[src/rtl/mips_debug_ctrl.sv]
// Debug/loader controller between a byte-stream host link and the MIPS pipeline.
// Loads instruction words into memory, then runs the pipeline continuously or stepwise.
module mips_debug_ctrl #(
    parameter int         DATA_WIDTH  = 32,
    parameter int         ADDR_WIDTH  = 8,
    parameter int         CNT_WIDTH   = 32,
    parameter logic [5:0] HALT_OPCODE = 6'b111111
) (
    input  logic                  i_clock,
    input  logic                  i_reset,
    input  logic [7:0]            i_rx_data,
    input  logic                  i_rx_valid,
    input  logic                  i_halt,
    output logic                  o_inst_wr_en,
    output logic [ADDR_WIDTH-1:0] o_inst_addr,
    output logic [DATA_WIDTH-1:0] o_inst_data,
    output logic                  o_pipe_reset,
    output logic                  o_pipe_enable,
    output logic [CNT_WIDTH-1:0]  o_cycle_count,
    output logic                  o_load_overflow,
    output logic                  o_finish,
    output logic [2:0]            o_state
);

    localparam int NBYTES = DATA_WIDTH / 8;
    localparam int IDXW   = (NBYTES > 1) ? $clog2(NBYTES) : 1;

    localparam logic [7:0] CMD_L = 8'h4C;
    localparam logic [7:0] CMD_C = 8'h43;
    localparam logic [7:0] CMD_S = 8'h53;
    localparam logic [7:0] CMD_N = 8'h4E;
    localparam logic [7:0] CMD_R = 8'h52;

    localparam logic [IDXW-1:0]       IDX_ONE  = IDXW'(1);
    localparam logic [IDXW-1:0]       IDX_LAST = IDXW'(NBYTES - 1);
    localparam logic [ADDR_WIDTH-1:0] ADDR_ONE = ADDR_WIDTH'(1);
    localparam logic [CNT_WIDTH-1:0]  CNT_ONE  = CNT_WIDTH'(1);

    typedef enum logic [2:0] {
        S_IDLE     = 3'd0,
        S_LOAD     = 3'd1,
        S_READY    = 3'd2,
        S_RUN_CONT = 3'd3,
        S_RUN_STEP = 3'd4,
        S_DONE     = 3'd5
    } state_t;

    state_t                r_state;
    logic [DATA_WIDTH-1:0] r_word;
    logic [IDXW-1:0]       r_byte_idx;
    logic [ADDR_WIDTH-1:0] r_wr_addr;
    logic                  r_inst_wr_en;
    logic [ADDR_WIDTH-1:0] r_inst_addr;
    logic [DATA_WIDTH-1:0] r_inst_data;
    logic                  r_pipe_reset;
    logic                  r_pipe_enable;
    logic [CNT_WIDTH-1:0]  r_cycle_count;
    logic                  r_load_overflow;
    logic                  r_finish;

    logic                  w_cmd_l;
    logic                  w_cmd_c;
    logic                  w_cmd_s;
    logic                  w_cmd_n;
    logic                  w_cmd_r;
    logic                  w_last_byte;
    logic                  w_wr_halt;
    logic                  w_wr_last_addr;
    logic                  w_load_exit;
    logic                  w_cnt_sat;
    logic [DATA_WIDTH-1:0] w_word_next;

    assign w_cmd_l = i_rx_valid && (i_rx_data == CMD_L);
    assign w_cmd_c = i_rx_valid && (i_rx_data == CMD_C);
    assign w_cmd_s = i_rx_valid && (i_rx_data == CMD_S);
    assign w_cmd_n = i_rx_valid && (i_rx_data == CMD_N);
    assign w_cmd_r = i_rx_valid && (i_rx_data == CMD_R);

    assign w_last_byte    = (r_byte_idx == IDX_LAST);
    assign w_wr_halt      = (r_inst_data[DATA_WIDTH-1 -: 6] == HALT_OPCODE);
    assign w_wr_last_addr = &r_inst_addr;
    assign w_cnt_sat      = &r_cycle_count;

    // Loading ends on the cycle the final (HALT or top-of-memory) word is strobed.
    assign w_load_exit = r_inst_wr_en && (w_wr_halt || w_wr_last_addr);

    always_comb begin
        w_word_next = r_word;
        for (int k = 0; k < NBYTES; k++) begin
            if (r_byte_idx == IDXW'(k)) begin
                w_word_next[8*k +: 8] = i_rx_data;
            end
        end
    end

    always_ff @(posedge i_clock) begin
        if (!i_reset) begin
            r_state         <= S_IDLE;
            r_word          <= '0;
            r_byte_idx      <= '0;
            r_wr_addr       <= '0;
            r_inst_wr_en    <= 1'b0;
            r_inst_addr     <= '0;
            r_inst_data     <= '0;
            r_pipe_reset    <= 1'b0;
            r_pipe_enable   <= 1'b0;
            r_cycle_count   <= '0;
            r_load_overflow <= 1'b0;
            r_finish        <= 1'b0;
        end else begin
            r_inst_wr_en  <= 1'b0;
            r_pipe_reset  <= 1'b0;
            r_pipe_enable <= 1'b0;

            if (r_pipe_enable && !w_cnt_sat) begin
                r_cycle_count <= r_cycle_count + CNT_ONE;
            end

            case (r_state)
                S_IDLE: begin
                    if (w_cmd_l) begin
                        r_state         <= S_LOAD;
                        r_wr_addr       <= '0;
                        r_byte_idx      <= '0;
                        r_load_overflow <= 1'b0;
                    end
                end

                S_LOAD: begin
                    if (w_load_exit) begin
                        r_state <= S_READY;
                        if (!w_wr_halt) begin
                            r_load_overflow <= 1'b1;
                        end
                    end else if (i_rx_valid) begin
                        if (w_last_byte) begin
                            r_byte_idx   <= '0;
                            r_inst_wr_en <= 1'b1;
                            r_inst_addr  <= r_wr_addr;
                            r_inst_data  <= w_word_next;
                            r_wr_addr    <= r_wr_addr + ADDR_ONE;
                        end else begin
                            r_byte_idx <= r_byte_idx + IDX_ONE;
                            r_word     <= w_word_next;
                        end
                    end
                end

                S_READY: begin
                    if (w_cmd_c || w_cmd_s) begin
                        r_pipe_reset  <= 1'b1;
                        r_cycle_count <= '0;
                        r_state       <= w_cmd_c ? S_RUN_CONT : S_RUN_STEP;
                    end
                end

                S_RUN_CONT: begin
                    if (i_halt) begin
                        r_state  <= S_DONE;
                        r_finish <= 1'b1;
                    end else begin
                        r_pipe_enable <= 1'b1;
                    end
                end

                S_RUN_STEP: begin
                    // A halt sampled alongside a step request suppresses the step.
                    if (i_halt) begin
                        r_state  <= S_DONE;
                        r_finish <= 1'b1;
                    end else if (w_cmd_c) begin
                        r_state       <= S_RUN_CONT;
                        r_pipe_enable <= 1'b1;
                    end else if (w_cmd_n) begin
                        r_pipe_enable <= 1'b1;
                    end
                end

                S_DONE: begin
                    if (w_cmd_r) begin
                        r_state       <= S_READY;
                        r_finish      <= 1'b0;
                        r_cycle_count <= '0;
                    end else if (w_cmd_l) begin
                        r_state         <= S_LOAD;
                        r_finish        <= 1'b0;
                        r_cycle_count   <= '0;
                        r_wr_addr       <= '0;
                        r_byte_idx      <= '0;
                        r_load_overflow <= 1'b0;
                    end
                end

                default: r_state <= S_IDLE;
            endcase
        end
    end

    assign o_inst_wr_en    = r_inst_wr_en;
    assign o_inst_addr     = r_inst_addr;
    assign o_inst_data     = r_inst_data;
    assign o_pipe_reset    = r_pipe_reset;
    assign o_pipe_enable   = r_pipe_enable;
    assign o_cycle_count   = r_cycle_count;
    assign o_load_overflow = r_load_overflow;
    assign o_finish        = r_finish;
    assign o_state         = r_state;

endmodule
[config.mk]
export PLATFORM = sky130hd
export DESIGN_NAME = mips_debug_ctrl
export DESIGN_NICKNAME = d
export VERILOG_FILES = /design/src/rtl/mips_debug_ctrl.sv
export SDC_FILE = /design/constraint.sdc
export NUM_CORES = 1
export LEC_CHECK = 0
export CAP_MARGIN = 20
export CORE_MARGIN = 3
export CORE_UTILIZATION = 45
export CTS_CLUSTER_SIZE = 8
export DETAILED_ROUTE_END_ITERATION = 12
export PLACE_DENSITY = 0.74
export SYNTH_ARGS = -nofsm -noshare
export SYNTH_HDL_FRONTEND = slang
export SYNTH_SLANG_ARGS = --single-unit
[constraint.sdc]
create_clock -name i_clock -period 6.1 [get_ports i_clock]
set_clock_uncertainty 0.05 [all_clocks]
set_input_delay 1.22 -clock i_clock [delete_from_list [all_inputs] [get_ports i_clock]]
set_output_delay 1.22 -clock i_clock [all_outputs]
set_load 0.02 [all_outputs]
==> impl_results.md <==
* Hold WC Path Type: register to register
* Synth cell count leaders: dfxtp_1, nor2_1, mux2i_1
* Fmax at 0.2540 GHz
* DR WL/cell at 16.70 um
* H-Tree Depth at 4
* Worst Max-Slew Pin Slew at 885.9 ps
* Maximum clock insertion buffer count at 2
* # setup viols final at 0
* Sequential area share after synthesis at 0.4175
* TritonCTS clock tree: built
* Hold Vio Cnt, Final at 0
* Critical path startpoint category: input port
* Mapped Nets at 635
* DRC at 0
* Ant diodes at 0
* Final wirelength at 14.16 mm
* Die H at 116.2 um
* Outcome: finished clean
* Leakage at 2.229 nW
* Largest net degree at the start of global routing at 71
* CTS root buf: clkbuf_16
* 1st-iter DRT viols at 433
* Starting Density at 0.4687
* Total setup buffers inserted after CTS at 0
* Worst r2r src: o_cycle_count[16]
* Area growth, synth to finish at 30.10%
* First-pass GRT wire length at 23.12 mm
* Kind of critical path: input port to register
* Clock Latency Late Sink at 410 ps
* DR vias at 5,012
* Congestion Overflow GR at 0
* Mapped Cells at 617
* Count of pins over their slew limit at 0
* # rows at 39
* Num Clock Sinks at 114
* CP Max Fanout at 11
* Number of primary I/O pins at 92
* DR pass1 iterations at 5
* CP endpoint kind: register
* Period utilization at 0.6453
* Top-count cell post-synth: dfxtp_1
* Top FF cell, synth: dfxtp_1
* Die Width at 116.2 um
* Relative max-transition margin at 0.4044
* RSZ-0062 raised after global routing: no
* Gr usage total at 0.2131
* Hold Path Origin: o_load_overflow
* Crit path required time at 6370 ps
* Worst VDD drop at 153.6 uV
* Cell variety after synth at 56
* Synth area leader: dfxtp_1
* Hold_buf cts at 0
* Initial antenna violation count at 0
* Post-cts sizing count at 0
* Vias in the first global route at 4,640
* Pwr Density at 284.2 nW/um2
* FFs w/ async S/R, synth at 0
* DIE AREA at 13,510 um2
* Post-synth EDFFs at 0
* Arrival @ worst endpoint at 4210 ps
* I/O Buffers at 91
* Overall Power at 0.002021 W
* Num CTS Buffers at 17
* Synthesized area at 5466 um2
* Nets at 712
* Number of synthesized register bits at 114
* Max Cap Viol at 0
* Share of layout cells above drive strength 1 at 0.08227
* Ys Warns at 0
* Synth top area share at 0.4175
* Syn avg cell area at 8.860 um2
* Worst Setup SP: i_rx_data[4]
* DRT antenna net count at 0
* DR vias/cell at 5.910
* Core area at 11,660 um2
* Detail Placement HPWL at 9.657 mm
* Largest cells by area after synthesis: dfxtp_1, mux2i_1, nor2_1, a211oi_1, clkbuf_1
* TNS Setup at 0 ps
* Reg clk slew, reported paths at 50 ps
* Post-route minimum period at 3937 ps
* RePlAce Congestion at 0.8618
## per-stage QoR
stage	hold WS (ps)	setup WS, ps	std cells	utilization	area [um2]
final	413.5	2163	848	0.6098	7112
after global routing	458.8	2091	848	0.6098	7112
after CTS	423.4	2222	843	0.6054	7061
after detailed placement	409.5	1819	813	0.5547	6469
after global placement	383.3	1884	812	0.5540	6461
after floorplan	404.0	2666	617	-	5466
## critical path: stages
cell	delay (ps)
clkdlybuf4s50_1	620
or4b_1	770
or4_4	570
a211o_4	400
a211oi_1	370
mux2i_1	250
## cell usage in the layout, fill, tap and decap left out, drive strengths merged, types with 3 or more instances in the layout
cell / instances
a2111oi: 3
a211oi: 29
a21oi: 28
a31oi: 4
and2: 5
buf: 10
bufinv: 3
clkbuf: 21
clkdlybuf4s50: 91
clkinv: 6
dfxtp: 114
ha: 6
inv: 14
mux2i: 74
nand2: 24
nand2b: 6
nand3: 23
nand3b: 8
nand4: 19
nor2: 87
nor3: 11
nor4: 7
nor4b: 4
o2111ai: 5
o21ai: 20
o31ai: 8
o41ai: 4
or2: 4
or3: 17
or4: 7
or4b: 3
xnor2: 5
xor2: 6
## cell type report
| cell class | count | area [um2] |
|---|---|---|
| clock buffers | 20 | 456.7 |
| clock inverters | 10 | 135.1 |
| fillers | 1003 | 4551 |
| inverters | 14 | 52.55 |
| multi-input cells | 445 | 2987 |
| flip-flops and latches | 114 | 2282 |
| well taps | 143 | 178.9 |
| repair buffers | 102 | 1020 |
## path summary, 6_finish.rpt
kind | to | depth (start not counted) | slack (ps)
setup / recovery | r_wr_addr[3] | 6 | 2160
setup reg to reg | o_cycle_count[13] | 5 | 3270
hold / removal | o_load_overflow | 2 | 410
hold reg to reg | o_load_overflow | 2 | 410
## power breakdown
part / switching [W] / internal, W
Clock: 0.000331 / 0.000656
Sequential: 0.0000298 / 0.000764
Combinational: 0.000144 / 0.0000958
Total: 0.000505 / 0.00152
## logic make-up after synthesis
family	after synthesis	synth area share
mux	75	0.1376
fa+ha+maj	6	0.01373
buf+inv	58	0.04051
simple gates	237	0.2257
xor+xnor	11	0.01762
compound gates	116	0.1474
flops	114	0.4175
## registers in the layout, indices dropped and copies added (netlist names)
signal,count
o_pipe_reset,1
r_wr_addr,8
o_inst_wr_en,1
o_inst_addr,8
r_byte_idx,2
o_cycle_count,32
o_pipe_enable,1
o_load_overflow,1
o_finish,1
r_word,24
o_state,3
o_inst_data,32
## per-layer routing
layer,vias up,routed length (um),GRT usage,part of all wire
met5,-,0,0,0
met4,0,153,0.06187,0.011
met3,19,844,0.06010,0.060
met2,181,6747,0.3395,0.48
met1,2394,6413,0.2836,0.45
li1,2418,-,-,-
Note: power is estimated with default switching activity, not from simulation.
